[config.mk]
export PLATFORM = sky130hd
export DESIGN_NAME = fetch_unit
export DESIGN_NICKNAME = d
export VERILOG_FILES = /design/src/rtl/fetch_pkg.sv /design/src/rtl/fetch_perf_cnt.sv /design/src/rtl/fetch_unit.sv
export SDC_FILE = /design/constraint.sdc
export NUM_CORES = 1
export LEC_CHECK = 0
export CORE_ASPECT_RATIO = 1.2
export CORE_UTILIZATION = 44
export DETAILED_ROUTE_END_ITERATION = 12
export PLACE_DENSITY = 0.85
export SYNTH_ARGS = -nofsm -noshare
export SYNTH_HDL_FRONTEND = slang
export SYNTH_HIERARCHICAL = 1
export SYNTH_SLANG_ARGS = --single-unit
[constraint.sdc]
create_clock -name clk -period 5 [get_ports clk]
set_clock_uncertainty 0.2 [all_clocks]
set_input_delay 0.5 -clock clk [delete_from_list [all_inputs] [get_ports clk]]
set_output_delay 0.5 -clock clk [all_outputs]
set_load 0.02 [all_outputs]
[src/rtl/fetch_pkg.sv]
// Shared types and constants for the instruction-fetch stage.
package fetch_pkg;

  typedef enum logic [1:0] {
    REQ  = 2'd0,
    WAIT = 2'd1,
    FULL = 2'd2
  } fetch_state_e;

  localparam int INSTR_W = 32;
  localparam int PC_INC  = 4;

endpackage

[src/rtl/fetch_perf_cnt.sv]
// Generic 32-bit event counter with enable that sticks at all-ones instead of wrapping.
module fetch_perf_cnt (
  input  logic        clk,
  input  logic        rst_n,
  input  logic        en,
  output logic [31:0] count
);

  always_ff @(posedge clk or negedge rst_n) begin
    if (!rst_n) begin
      count <= '0;
    end else if (en && (count != 32'hFFFF_FFFF)) begin
      count <= count + 32'd1;
    end
  end

endmodule

[src/rtl/fetch_unit.sv]
// Instruction fetch: owns the PC, single-outstanding imem requests, one-entry decode buffer.
// Optional performance counters are built when FETCH_PERF_CNT_EN is defined.
module fetch_unit
  import fetch_pkg::*;
#(
  parameter int              PC_W     = 9,
  parameter logic [PC_W-1:0] RESET_PC = '0
) (
  input  logic               clk,
  input  logic               reset_n,
  input  logic               redirect_i,
  input  logic [31:0]        redirect_pc_i,
  output logic               imem_req_o,
  output logic [PC_W-1:0]    imem_addr_o,
  input  logic               imem_gnt_i,
  input  logic               imem_rvalid_i,
  input  logic [INSTR_W-1:0] imem_rdata_i,
  output logic               id_valid_o,
  input  logic               id_ready_i,
  output logic [PC_W-1:0]    id_pc_o,
  output logic [INSTR_W-1:0] id_instr_o
`ifdef FETCH_PERF_CNT_EN
  ,
  output logic [31:0]        perf_redirect_o,
  output logic [31:0]        perf_bubble_o
`endif
);

  fetch_state_e        state_q;
  logic [PC_W-1:0]     pc_q;
  logic [PC_W-1:0]     req_pc_q;
  logic                kill_q;
  logic                id_valid_q;
  logic [PC_W-1:0]     id_pc_q;
  logic [INSTR_W-1:0]  id_instr_q;
  logic [PC_W-1:0]     redir_pc;
  logic [PC_W-1:0]     pc_inc;
  logic                unused_redir_bits;

  // Targets are forced word aligned; bits above PC_W are outside the fetch window.
  assign redir_pc          = {redirect_pc_i[PC_W-1:2], 2'b00};
  assign unused_redir_bits = ^{redirect_pc_i[31:PC_W], redirect_pc_i[1:0]};
  assign pc_inc            = pc_q + PC_W'(PC_INC);

  always_ff @(posedge clk or negedge reset_n) begin
    if (!reset_n) begin
      state_q    <= REQ;
      pc_q       <= RESET_PC;
      req_pc_q   <= '0;
      kill_q     <= 1'b0;
      id_valid_q <= 1'b0;
      id_pc_q    <= '0;
      id_instr_q <= '0;
    end else begin
      case (state_q)
        REQ: begin
          if (imem_gnt_i) begin
            req_pc_q <= pc_q;
            kill_q   <= redirect_i;
            state_q  <= WAIT;
          end
        end
        WAIT: begin
          if (imem_rvalid_i) begin
            if (kill_q || redirect_i) begin
              kill_q  <= 1'b0;
              state_q <= REQ;
            end else begin
              id_instr_q <= imem_rdata_i;
              id_pc_q    <= req_pc_q;
              id_valid_q <= 1'b1;
              state_q    <= FULL;
            end
          end else if (redirect_i) begin
            kill_q <= 1'b1;
          end
        end
        FULL: begin
          if (redirect_i || id_ready_i) begin
            id_valid_q <= 1'b0;
            state_q    <= REQ;
          end
        end
        default: state_q <= REQ;
      endcase

      // A redirect outranks the sequential increment and flushes the decode buffer.
      if (redirect_i) begin
        pc_q       <= redir_pc;
        id_valid_q <= 1'b0;
      end else if ((state_q == REQ) && imem_gnt_i) begin
        pc_q <= pc_inc;
      end
    end
  end

  assign imem_req_o  = reset_n && (state_q == REQ);
  assign imem_addr_o = pc_q;
  assign id_valid_o  = id_valid_q;
  assign id_pc_o     = id_pc_q;
  assign id_instr_o  = id_instr_q;

`ifdef FETCH_PERF_CNT_EN
  fetch_perf_cnt u_perf_redirect (
    .clk   (clk),
    .rst_n (reset_n),
    .en    (redirect_i),
    .count (perf_redirect_o)
  );

  fetch_perf_cnt u_perf_bubble (
    .clk   (clk),
    .rst_n (reset_n),
    .en    (!id_valid_q),
    .count (perf_bubble_o)
  );
`endif

`ifndef SYNTHESIS
  // A response outside WAIT means the memory broke the single-outstanding contract.
  rvalid_only_in_wait: assert property (
    @(posedge clk) disable iff (!reset_n) imem_rvalid_i |-> (state_q == WAIT)
  );
`endif

endmodule

==> metrics.csv <==
stage,metric,value,unit
status,status,"finished, final reports clean",
global_routing,initial antenna violation count,0,
drt,Vias,1642,
floorplanning,Initial Utilization,0.459,
placement,I/O Buffers,92,
layout,"commonest non-fill, non-tap cell in the layout",clkdlybuf4s50_1,
layout,FF+latch area,1430,um^2
global_routing,met1 usage,0.221,
worst_hold_path,Hold Path Class,input pin to asynchronous set/reset pin,
timing,Final Hold Viols,0,
timing,Tmin final,2570,ps
yosys,"Avg Cell Area, Syn",15.1,um^2
clock_tree,# hold bufs at CTS,0,
pwr,Final Power,2.38,mW
layout,most frequent cells in the layout,"clkdlybuf4s50_1, dfrtp_1, mux2_4",
pwr,PD cells,636,nW/um^2
pwr,Leakage Power,1.71,nW
timing,final period utilization,0.514,
worst_setup_path,Critical Path Fanout Max,40,
yosys,Synth Cell Area,2600,um^2
placement,Post-DP Area,3490,um^2
timing,Slew Limit Headroom,0.507,
floorplanning,Die X,72.2,um
yosys,sequential fraction of the synthesis area,0.548,
timing,Slew @ Worst Pin,740,ps
worst_setup_path,WP data required,5010,ps
worst_setup_path,Worst EP arrival,2580,ps
global_routing,global-route met3 utilization,0.0570,
clock_tree,"Reg clk slew, reported paths",60,ps
worst_setup_path,Worst Setup Start Kind,input pin,
clock_tree,# H-tree levels,3,
floorplanning,Die H,86.3,um
drt,Vias/cell,4.68,
global_routing,grt ovf,0,
clock_tree,Inserted Clock Buffers,9,
floorplanning,# rows,30,
layout,"Design Area, Final",3730,um^2
layout,Area Overhead vs Synth,43.4,%
worst_setup_path,critical path class,input pin to flip-flop,
global_routing,first-pass GRT wire length,8340,um
drt,1st-iter DRT viols,37,
global_routing,global routing's busiest layer,met2,
drt,DRT Pass-1 Iters,4,
layout,ANT cells,0,
drt,Final ANT Viol Nets,0,
timing,RSZ-0062 raised after global routing,false,
drt,Post-Route WL,5170,um
clock_tree,post-CTS setup buffer count,0,
timing,Max Transition Viols Final,0,
drt,Wirelength per Cell,14.7,um
timing,f_max,389,MHz
clock_tree,CTS root buf,clkbuf_8,
global_routing,M2 GR Usage,0.280,
global_routing,largest net degree at the start of global routing,58,
layout,NumNets Final,337,
global_routing,vias in the first global route,1737,
clock_tree,CTS tree,built,
timing,Fin Setup TNS,0,ps
placement,gpl congestion,0.730,
worst_setup_path,CP endpoint kind,flip-flop,
layout,Filler cells,441,
floorplanning,IO Pins,122,
timing,"Setup violations, final",0,
yosys,synth warn,6,
placement,post-place setup slack,2080,ps
floorplanning,core area,5670,um^2
timing,PnR worst setup slack,2430,ps
layout,multi-input logic area,1020,um^2
floorplanning,die area,6230,um^2
pwr,Max VDD drop,261,uV
yosys,#FFs+latches synth,57,
drt,# DRC,0,
clock_tree,clk sink count,57,
clock_tree,Longest Clk Path Bufs,2,
flow_run,MaxCap Viol Count,0,
clock_tree,worst-skew pair later-pin latency,320,ps
yosys,Synth cell types,32,
clock_tree,Post-CTS Resized,0,
layout,layout cells sized above 1,0.258,
yosys,Cells after Synth,172,
global_routing,Total GRT Usage,0.178,
placement,post-DP HPWL,3550,um
## area by class of cell
cell class	instances	area share
sequential	57	0.382
multi-input combinational	102	0.274
timing repair buffer	95	0.251
clock buffer	10	0.0369
clock inverter	6	0.0281
tap	80	0.0268
inverter	1	0.00101
## stage by stage
stage	hold WS [ps]	instances	utilization
2_1_floorplan	4.41	175	-
3_3_place_gp	289	335	0.616
3_5_place_dp	292	335	0.616
4_1_cts	211	351	0.659
5_1_grt	232	351	0.659
6_report	178	351	0.659
## worst max-delay path, cell delays in order
cell and delay [ps]:
clkdlybuf4s50_1 710, or3_2 590, buf_4 350, mux2_4 390
## cells in the mapped netlist
cell type | n | share of area
nor2_1 | 4 | 0.0058
conb_1 | 1 | 0.0014
nor3b_1 | 4 | 0.012
clkbuf_8 | 1 | 0.0053
or3_1 | 1 | 0.0024
mux2_2 | 6 | 0.026
nand4bb_1 | 1 | 0.0043
nand3b_4 | 1 | 0.0077
o22ai_1 | 1 | 0.0024
o221a_2 | 1 | 0.0043
clkbuf_1 | 3 | 0.0043
mux2i_1 | 1 | 0.0038
ha_1 | 1 | 0.0048
a21o_2 | 1 | 0.0034
nand3b_1 | 2 | 0.0058
nor4_1 | 2 | 0.0048
nand3_1 | 2 | 0.0038
o31a_1 | 4 | 0.013
dfrtp_1 | 57 | 0.55
xnor2_1 | 2 | 0.0067
buf_2 | 1 | 0.0019
buf_6 | 2 | 0.0086
nand2b_1 | 2 | 0.0048
inv_1 | 1 | 0.0014
and4bb_2 | 1 | 0.0048
mux2_4 | 39 | 0.22
o21ai_0 | 6 | 0.012
or4_1 | 2 | 0.0058
nor2b_1 | 4 | 0.0096
nand2_1 | 10 | 0.014
buf_4 | 4 | 0.012
buf_12 | 4 | 0.031
## logic make-up (layout without fill, tap and decap cells)
logic type,after synthesis,after routing,share of synthesized area
xor gates and xnor gates,2,2,0.00673
buffers and inverters,16,112,0.0639
and+or+nand+nor,36,36,0.0855
adders and majority gates,1,1,0.00480
muxes,46,46,0.255
DFF,57,57,0.548
AOI/OAI and AO/OA,13,13,0.0351
other,1,4,0.00144
## per-layer routing
layer / share of wire / routed length (um) / vias up
met3: 0.058 / 298 / 8
met1: 0.44 / 2280 / 788
met4: 0.015 / 77 / 0
li1: - / - / 781
met5: 0 / 0 / -
met2: 0.49 / 2520 / 65
## report_power, final
group / internal [mW] / switching (mW) / total, mW
registers: 0.669 / 0.134 / 0.804
clock network: 0.342 / 0.179 / 0.521
logic: 0.625 / 0.427 / 1.05
## path summary, 6_finish.rpt
path | end | slack (ps) | start | depth (start not counted)
min | id_instr_o[31] | 180 | reset_n | 2
min in group clk | id_pc_o[7] | 300 | req_pc_q[7] | 1
max | id_instr_o[31] | 2430 | redirect_i | 4
max reg2reg | id_instr_o[31] | 2850 | state_q[1] | 4
max in group asynchronous | imem_addr_o[3] | 3950 | reset_n | 2
min reg2reg | id_pc_o[7] | 300 | req_pc_q[7] | 1
## registers in the layout, summed over array words and instances (netlist names)
name	count
id_instr_o	32
id_pc_o	7
kill_q	1
state_q	2
req_pc_q	7
imem_addr_o	7
id_valid_o	1
Power figures use the tool's default switching activity.
